===== config.mk =====
export PLATFORM = sky130hd
export DESIGN_NAME = reg_write_arbiter
export DESIGN_NICKNAME = d
export VERILOG_FILES = /design/src/rtl/reg_write_arbiter.sv
export SDC_FILE = /design/constraint.sdc
export NUM_CORES = 1
export LEC_CHECK = 0
export ABC_AREA = 1
export CAP_MARGIN = 20
export CORE_ASPECT_RATIO = 1.1
export CORE_MARGIN = 5
export CORE_UTILIZATION = 51
export DETAILED_ROUTE_END_ITERATION = 6
export PLACE_DENSITY = 0.87
export SYNTH_ARGS = -nofsm -noshare
export SYNTH_HDL_FRONTEND = slang
export SYNTH_SLANG_ARGS = --single-unit

===== constraint.sdc =====
create_clock -name clk -period 5.6 [get_ports clk]
set_input_delay 0.84 -clock clk [delete_from_list [all_inputs] [get_ports clk]]
set_output_delay 0.84 -clock clk [all_outputs]
set_load 0.1 [all_outputs]

===== src/rtl/reg_write_arbiter.sv =====
// Four-requester round-robin arbiter writing a shared register, with optional
// locked bursts of up to MAX_BURST back-to-back grants to one requester.
module reg_write_arbiter #(
   parameter int unsigned WIDTH     = 8,
   parameter int unsigned MAX_BURST = 4
) (
   input  logic             clk,
   input  logic             rst,
   input  logic [3:0]       req,
   input  logic [3:0]       lock,
   input  logic [WIDTH-1:0] wdata0,
   input  logic [WIDTH-1:0] wdata1,
   input  logic [WIDTH-1:0] wdata2,
   input  logic [WIDTH-1:0] wdata3,
   output logic [3:0]       gnt,
   output logic             load_out,
   output logic [WIDTH-1:0] data_out,
   output logic [1:0]       owner,
   output logic             busy
);

   typedef enum logic {IDLE, LOCKED} state_t;

   localparam logic [3:0] MAX_CNT = 4'(MAX_BURST);

   state_t           state, state_nx;
   logic [1:0]       ptr, ptr_nx;
   logic [3:0]       cnt, cnt_nx;
   logic [3:0]       gnt_nx;
   logic             load_nx;
   logic [WIDTH-1:0] data_nx;
   logic [1:0]       owner_nx;
   logic             found;
   logic [1:0]       win;
   logic             stay_locked;

   function automatic logic [WIDTH-1:0] sel_data(input logic [1:0] i);
      case (i)
         2'd0:    return wdata0;
         2'd1:    return wdata1;
         2'd2:    return wdata2;
         default: return wdata3;
      endcase
   endfunction

   // First requester found scanning from ptr upward, wrapping mod 4.
   always_comb begin
      found = 1'b0;
      win   = '0;
      for (int unsigned k = 0; k < 4; k++) begin
         if (!found && req[ptr + 2'(k)]) begin
            found = 1'b1;
            win   = ptr + 2'(k);
         end
      end
   end

   assign stay_locked = (state == LOCKED) && req[owner] && lock[owner] && (cnt < MAX_CNT);

   always_comb begin
      state_nx = state;
      ptr_nx   = ptr;
      cnt_nx   = cnt;
      gnt_nx   = '0;
      load_nx  = 1'b0;
      data_nx  = data_out;
      owner_nx = owner;
      if (stay_locked) begin
         data_nx = sel_data(owner);
         gnt_nx  = 4'b0001 << owner;
         load_nx = 1'b1;
         cnt_nx  = cnt + 4'd1;
      end else begin
         // Leaving a burst arbitrates on the same edge, but never re-locks on it.
         state_nx = IDLE;
         if (found) begin
            data_nx  = sel_data(win);
            gnt_nx   = 4'b0001 << win;
            load_nx  = 1'b1;
            owner_nx = win;
            ptr_nx   = win + 2'd1;
            if ((state == IDLE) && lock[win] && (MAX_BURST > 1)) begin
               state_nx = LOCKED;
               cnt_nx   = 4'd1;
            end
         end
      end
   end

   always_ff @(posedge clk or posedge rst) begin
      if (rst) begin
         state    <= IDLE;
         ptr      <= '0;
         cnt      <= '0;
         gnt      <= '0;
         load_out <= 1'b0;
         data_out <= '0;
         owner    <= '0;
      end else begin
         state    <= state_nx;
         ptr      <= ptr_nx;
         cnt      <= cnt_nx;
         gnt      <= gnt_nx;
         load_out <= load_nx;
         data_out <= data_nx;
         owner    <= owner_nx;
      end
   end

   assign busy = (state == LOCKED);

endmodule

==> results.tsv, run 1 <==
metric	value	unit
status	completed	
min_period	3290	ps
final_cell_mix	nand2_1 (81), clkdlybuf4s50_1 (57), o21ai_0 (23), inv_1 (22), dfrtp_1 (22)	
seq_area_frac_synth	29.7	%
rsz0062_at_grt	no	
slew_viol_final	0	
grt_usage	24.8	%
dieArea	4950	um2
place_congestion	0.906	
numCtsBuffers	3	
num_vias	2077	
worst-path-max-fanout	11	
cpPeakStageDelay	450	ps
worstPathCellList	clkdlybuf4s50_1 -> inv_1 -> nand2_1 -> nand3_2 -> nand2_2 -> nor2_4 -> nand2_1 -> nand3_2 -> nand2_4 -> clkinv_4 -> ha_1 -> inv_1 -> o21ai_0 -> o221ai_1	
finalSetupViolCount	0	
syn_inst	259	
syn_nets	307	
io_buffers	57	
crit_family	simple AND/OR/NAND/NOR gates	
hold_class	flip-flop to flip-flop	
drt_iter0_markers	169	
period_share	58.8	%
die_w	67.5	um
htree_levels	1	
overflow	0	
first_global_vias	2062	
nets	361	
drive_above_1_share	11.5	%
final_area	2510	um2
cts_hold_buf	0	
area_growth	35.3	%
synth_top_cell_by_area	dfrtp_1	
timing.max_cap.violations	0	
worstSetupPathType	primary input to flip-flop	
fmax	304	MHz
clkTransAtPathRegs	80	ps
postRouteAntennaNets	0	
wl_per_cell	16.3	um
worst_slew_pin_slew	1010	ps
final_common_cell	nand2_1	
grt_pass1_wl	9440	um
cp-start-kind	primary input	
cp.arrival	3420	ps
insertion_delay	270	ps
std_cell_rows	23	
io_pins	58	
cts_resized	0	
core	3570	um2
die_y	73.3	um
worstRegToRegCells	10	
finalWirelength	5890	um
clock_tree.root_cell	clkbuf_8	
hpwl	4430	um
fin_setup_tns	0	ps
fin_skew	2.90	ps
ys_seq_elements	22	
ys_top_cells_by_area	dfrtp_1 (30%), nand2_1 (16%), o21ai_0 (6.2%)	
cp_num_cells	14	
dr.pass1.iters	5	
postCtsSetupBuffers	0	
tritoncts	done	
slew_headroom	32.5	%
crit_required	5720	ps
critPathBufInv	4	
synth.distinct_cells	30	
synth_top_cell_area_share	29.7	%
endpoint_kind	flip-flop	
viasPerCell	5.74	
netlist_area	1860	um2
synth_warnings	0	
num_antenna_cells	0	
placed_area	2440	um2
grt_max_degree	23	
holdPathStages	2	
clock_sinks	22	
syn_avg_cell_area	7.16	um2
cts_max_path_buffers	2	
hold_viol_final	0	
fill_cells	319	
antenna_found_initial	0	
drc	0	
initial_core_util	52.0	%
crit_slowest_cell	clkdlybuf4s50_1	
per-layer routing:
metal  wire, um  share of wire [%]  track usage, %
met1       2260                 38            29.6
met2       2910                 49            43.1
met3        559                9.5            3.36
met4        154                2.6            11.7
met5          0                  0               0
kinds of logic after synthesis:
| family | after synthesis | synth area share (%) |
|---|---|---|
| compound gates | 56 | 18.3 |
| fa+ha+maj | 6 | 4.05 |
| buf+inv | 37 | 8.77 |
| flops | 22 | 29.7 |
| mux | 1 | 0.539 |
| simple gates | 137 | 38.7 |
Yosys cell counts, drive strengths merged:
library cell / number
nor2: 9
inv: 28
o21a: 1
a22o: 1
o21ai: 24
clkbuf: 3
a22oi: 2
nand3: 27
clkinv: 1
o221ai: 7
nand2: 92
o22ai: 1
mux2i: 1
buf: 5
a21oi: 12
nand4: 8
dfrtp: 22
nor3b: 1
ha: 6
o211ai: 8
state kept, by name, summed over array words and instances, names as in the netlist:
name and cells:
data_out 8, cnt 4, gnt 4, owner 2
ptr 2, busy 1, load_out 1
through the flow:
step / std cells / hold slack [ps] / setup slack [ps] / utilization, %
2_1_floorplan: 259 / 469 / 2990 / -
3_3_place_gp: 358 / 485 / 2240 / 68.4
3_5_place_dp: 358 / 496 / 2170 / 68.4
4_1_cts: 362 / 515 / 2410 / 70.4
5_1_grt: 362 / 529 / 2190 / 70.4
6_report: 362 / 510 / 2310 / 70.4
final timing paths:
kind                                      start                       to  slack [ps]
min in group asynchronous                   rst       cnt[0]$_DFFE_PP0P_        1030
hold / removal               cnt[2]$_DFFE_PP0P_       cnt[2]$_DFFE_PP0P_         510
hold reg to reg              cnt[2]$_DFFE_PP0P_       cnt[2]$_DFFE_PP0P_         510
max in group asynchronous                   rst  data_out[5]$_DFFE_PP0P_        4050
setup / recovery                         req[0]  data_out[0]$_DFFE_PP0P_        2310
setup reg to reg           owner[1]$_DFFE_PP0P_     owner[0]$_DFFE_PP0P_        2520
area by class of cell:
| type | instances | area [um2] | area share (%) |
|---|---|---|---|
| inverter | 29 | 114 | 4.53 |
| tap | 50 | 62.6 | 2.49 |
| clock buffer | 3 | 41.3 | 1.64 |
| sequential | 22 | 551 | 21.9 |
| timing repair buffer | 57 | 571 | 22.7 |
| clock inverter | 1 | 30.0 | 1.20 |
| multi-input combinational | 200 | 1140 | 45.5 |
tightest hold or removal path: cells and delay by family, from the launching register on:
| family | cells | cell delay (ps) |
|---|---|---|
| AND/OR/NAND/NOR | 2 | 120 |
| flip-flops | 1 | 360 |
Power of run 1 is not shown: default switching activity piles up to over one toggle a cycle in this logic, so the estimate is an artifact.
==> run 2, diff against run 1 <==
--- a/config.mk
+++ b/config.mk
@@ -9,9 +9,9 @@
 export CAP_MARGIN = 20
 export CORE_ASPECT_RATIO = 1.1
 export CORE_MARGIN = 5
-export CORE_UTILIZATION = 51
+export CORE_UTILIZATION = 42
 export DETAILED_ROUTE_END_ITERATION = 6
-export PLACE_DENSITY = 0.87
+export PLACE_DENSITY = 0.76
 export SYNTH_ARGS = -nofsm -noshare
 export SYNTH_HDL_FRONTEND = slang
 export SYNTH_SLANG_ARGS = --single-unit
==> constraint.sdc (replaced) <==
create_clock -name clk -period 3 [get_ports clk]
set_input_delay 0.45 -clock clk [delete_from_list [all_inputs] [get_ports clk]]
set_output_delay 0.45 -clock clk [all_outputs]
set_load 0.1 [all_outputs]
==> run 2 against run 1 <==
Net effect: critical path depth is 1 lower; cell count is 2.8% higher; core utilization is 12 points lower; flip-flop and latch count stayed put; clock skew hardly changed; first-iteration DRC count is 18% higher; worst setup slack worse by 2000 ps; global-route usage is 4.3 points lower; routed wire length is 3.5% lower; register-to-register slack worse by 2100 ps; cell area is 0.40% higher; count of clock-buffer cells in the layout stayed put; highest routed layer unchanged.
==> results.tsv, run 2 (synthesis results as in run 1) <==
metric	value	unit	change
area_growth	35.9	%	
worst_slew_pin_slew	832	ps	-176 ps
die_y	79.7	um	+8.8%
drc	0		unchanged
hold_viol_final	0		unchanged
cp.arrival	2810	ps	-610 ps
die_w	73.4	um	+8.7%
clock_sinks	22		unchanged
postRouteAntennaNets	0		unchanged
io_buffers	57		unchanged
cp-start-kind	primary input		
drive_above_1_share	18.2	%	+6.7 points
period_share	89.1	%	
grt_usage	20.5	%	-4.3 points
num_vias	2087		+0.48%
place_congestion	0.947		+4.6%
status	completed		
fin_setup_tns	0	ps	unchanged
tritoncts	done		
insertion_delay	260	ps	about the same
nets	367		+1.7%
finalSetupViolCount	0		unchanged
clock_tree.root_cell	clkbuf_8		
first_global_vias	2032		-1.5%
largest_register	data_out		
cts_hold_buf	0		unchanged
timing.max_cap.violations	0		unchanged
crit_required	3130	ps	-2590 ps
reg.largest.list	data_out (8), cnt (4), gnt (4)		
slew_viol_final	0		unchanged
core	4290	um2	+20%
viasPerCell	5.61		-2.2%
endpoint_kind	flip-flop		
rsz0062_at_grt	no		
worstSetupPathType	primary input to flip-flop		
cts_resized	0		unchanged
cts_max_path_buffers	2		unchanged
clkTransAtPathRegs	80	ps	about the same
min_period	2670	ps	
initial_core_util	43.3	%	-8.7 points
largest_reg_flops	8		unchanged
wl_per_cell	15.3	um	-6.1%
overflow	0		unchanged
drt_iter0_markers	199		+18%
final_common_cell	nand2_1		
dieArea	5850	um2	+18%
hold_class	flip-flop to flip-flop		
grt_pass1_wl	9390	um	-0.52%
slew_headroom	44.4	%	+12 points
fin_skew	3.29	ps	+0.397 ps
worst-path-max-fanout	9		-2
hpwl	4460	um	+0.70%
num_antenna_cells	0		unchanged
final_cell_mix	nand2_1 (81), clkdlybuf4s50_1 (41), o21ai_0 (23)		
dr.pass1.iters	5		unchanged
postCtsSetupBuffers	0		unchanged
std_cell_rows	25		+8.7%
numCtsBuffers	3		unchanged
fmax	374	MHz	
htree_levels	1		unchanged
finalWirelength	5680	um	-3.5%
fill_cells	401		+26%
io_pins	58		unchanged
antenna_found_initial	0		unchanged
grt_max_degree	23		unchanged
==> run 2: cell types whose count changed in the layout (fill, tap and decap cells not counted) <==
cell	change
clkdlybuf4s50_1	-16
buf_4	+22
==> run 2: metrics by stage <==
stage / hold slack [ps] / area, um2 / instances / utilization (%) / setup WS, ps
after CTS: 509 / 2520 / 372 / 58.8 / 400
after global routing: 558 / 2520 / 372 / 58.8 / 152
final: 510 / 2520 / 372 / 58.8 / 328
after floorplan: 439 / 1860 / 259 / - / 666
after detailed placement: 494 / 2450 / 368 / 57.2 / 134
after global placement: 486 / 2450 / 368 / 57.2 / 225
==> run 2: worst paths after layout <==
kind	startpoint	to	cells after the start	slack [ps]
min in group asynchronous	rst	cnt[0]$_DFFE_PP0P_	2	650
worst min-delay path	cnt[1]$_DFFE_PP0P_	cnt[1]$_DFFE_PP0P_	2	510
worst max-delay path	req[3]	data_out[2]$_DFFE_PP0P_	13	330
worst max register to register	ptr[0]$_DFFE_PP0P_	data_out[2]$_DFFE_PP0P_	12	390
worst min register to register	cnt[1]$_DFFE_PP0P_	cnt[1]$_DFFE_PP0P_	2	510
max in group asynchronous	rst	data_out[7]$_DFFE_PP0P_	2	1840
==> run 2: cell type report <==
cell class              count  area (um2)  area share (%)
flip-flops and latches     22         551            21.8
inverters                  29         114            4.52
multi-input cells         200        1140            45.3
clock inverters             1        30.0            1.19
repair buffers             63         576            22.8
well taps                  54        67.6            2.68
clock buffers               3        41.3            1.64
==> run 2: critical path: stages <==
cell and delay, ps:
clkdlybuf4s50_1 510, inv_1 80, nand2_1 70, nand2_1 80, nor2_2 200, nor2_8 90
nand3_4 100, nand3_4 90, inv_1 150, ha_1 400, inv_1 210, o21ai_0 220
o221ai_1 140
==> run 2: metal layers <==
metal / up-vias / part of all wire [%] / wire (um) / global-route usage (%)
met5: - / 0 / 0 / 0
met4: 0 / 2.2 / 125 / 7.61
met3: 13 / 10 / 594 / 3.15
met2: 123 / 47 / 2670 / 33.2
met1: 947 / 40 / 2290 / 27.2
li1: 1004 / - / - / -
Power of run 2 is left out for the same reason.
==> run 3, diff against run 2 <==
--- a/config.mk
+++ b/config.mk
@@ -11,7 +11,7 @@
 export CORE_MARGIN = 5
 export CORE_UTILIZATION = 42
 export DETAILED_ROUTE_END_ITERATION = 6
-export PLACE_DENSITY = 0.76
+export PLACE_DENSITY_LB_ADDON = 0.1
 export SYNTH_ARGS = -nofsm -noshare
 export SYNTH_HDL_FRONTEND = slang
 export SYNTH_SLANG_ARGS = --single-unit
==> run 3 against run 2 <==
Net effect: sequential share of layout area stayed put; clock skew is 0.56 ps higher; die area stayed put; routed wire length is 3.0% lower; maximum frequency is 3.4% higher; worst setup slack better by 88 ps; cell count stayed put; global-route usage is 0.99 points lower; worst hold slack better by 6.4 ps; count of clock-buffer cells in the layout stayed put; critical endpoint is now data_out[3]$_DFFE_PP0P_.
==> results.tsv, run 3 (synthesis results as in run 1) <==
metric	value	unit	change
status	completed		
largest_register	data_out		
hpwl	4270	um	-4.2%
grt_usage	19.5	%	-0.99 points
insertion_delay	270	ps	about the same
io_buffers	57		unchanged
fmax	387	MHz	+3.4%
crit_path_frequent_cell	inv_1		
worstSetupPathType	primary input to flip-flop		
dieArea	5850	um2	unchanged
worst_slew_pin_slew	856	ps	+23.9 ps
fin_skew	3.85	ps	+0.558 ps
hold_viol_final	0		unchanged
core	4290	um2	unchanged
final_common_cell	nand2_1		
final_cell_mix	nand2_1 (81), clkdlybuf4s50_1 (41), o21ai_0 (23)		
clock_sinks	22		unchanged
crit_required	3140	ps	about the same
cp-start-kind	primary input		
die_w	73.4	um	unchanged
worstPathCellList	clkdlybuf4s50_1 -> inv_1 -> nand2_1 -> nand2_1 -> nor2_2 -> nor2_8 -> nand3_4 -> nand3_4 -> inv_1 -> ha_1 -> inv_1 -> o21ai_0 -> o221ai_1		
cts_resized	0		unchanged
cpPeakStageDelay	490	ps	-20 ps
nets	367		unchanged
holdPathStages	2		unchanged
worst-path-max-fanout	9		unchanged
endpoint_kind	flip-flop		
reg.largest.list	data_out (8), cnt (4), gnt (4)		
worstRegToRegCells	14		+2
fin_setup_tns	0	ps	unchanged
fill_cells	428		+6.7%
antenna_found_initial	0		unchanged
overflow	0		unchanged
postCtsSetupBuffers	0		unchanged
area_growth	35.9	%	unchanged
postRouteAntennaNets	0		unchanged
finalSetupViolCount	0		unchanged
min_period	2580	ps	-88.4 ps
largest_reg_flops	8		unchanged
io_pins	58		unchanged
cts_max_path_buffers	2		unchanged
numCtsBuffers	3		unchanged
grt_max_degree	23		unchanged
period_share	86.1	%	-2.9 points
hold_class	flip-flop to flip-flop		
timing.max_cap.violations	0		unchanged
std_cell_rows	25		unchanged
drive_above_1_share	18.2	%	unchanged
drc	0		unchanged
die_y	79.7	um	unchanged
post-route-util	58.8	%	unchanged
finalWirelength	5510	um	-3.0%
num_vias	1999		-4.2%
cp.arrival	2730	ps	-80 ps
viasPerCell	5.37		-4.2%
slew_headroom	42.9	%	-1.6 points
cts_hold_buf	0		unchanged
num_antenna_cells	0		unchanged
tritoncts	done		
first_global_vias	1909		-6.1%
slew_viol_final	0		unchanged
place_congestion	0.845		-11%
crit_slowest_cell	clkdlybuf4s50_1		
drt_iter0_markers	105		-47%
initial_core_util	43.3	%	unchanged
htree_levels	1		unchanged
clkTransAtPathRegs	90	ps	about the same
grt_pass1_wl	8940	um	-4.8%
clock_tree.root_cell	clkbuf_8		
dr.pass1.iters	5		unchanged
rsz0062_at_grt	no		
wl_per_cell	14.8	um	-3.0%
==> run 3: routing by layer <==
layer  up-vias  GRT usage (%)  wire [um]
met3        15           2.90        345
met5         -              0          0
li1        994              -          -
met2        78           32.1       2700
met1       912           25.4       2340
met4         0           7.43        135
==> run 3: layout make-up <==
cell class              instances  area (um2)  area share [%]
clock buffers                   3        41.3            1.64
well taps                      54        67.6            2.68
inverters                      29         114            4.52
repair buffers                 63         576            22.8
clock inverters                 1        30.0            1.19
flip-flops and latches         22         551            21.8
multi-input cells             200        1140            45.3
==> run 3: path summary, 6_finish.rpt <==
check,startpoint,endpoint,slack [ps]
setup / recovery,req[3],data_out[3]$_DFFE_PP0P_,420
hold / removal,cnt[2]$_DFFE_PP0P_,cnt[2]$_DFFE_PP0P_,520
setup reg to reg,ptr[0]$_DFFE_PP0P_,data_out[3]$_DFFE_PP0P_,440
hold reg to reg,cnt[2]$_DFFE_PP0P_,cnt[2]$_DFFE_PP0P_,520
max in group asynchronous,rst,ptr[0]$_DFFE_PP0P_,1820
min in group asynchronous,rst,cnt[1]$_DFFE_PP0P_,640
==> run 3: worst max-delay path, delay by kind of cell <==
kind	cells	cell delay, ps
adder cells (fa/ha/maj)	1	400
buffers and inverters	4	900
AND/OR/NAND/NOR	6	630
AO/OA/AOI/OAI	2	350
==> run 3: metrics by stage <==
stage | worst slack (ps) | cell area [um2] | std cells | hold WS (ps)
finish | 417 | 2520 | 372 | 516
global route | 138 | 2520 | 372 | 532
CTS | 432 | 2520 | 372 | 517
detailed placement | 156 | 2450 | 368 | 500
global placement | 215 | 2450 | 368 | 485
floorplan | 666 | 1860 | 259 | 439
Power of run 3 is left out for the same reason.
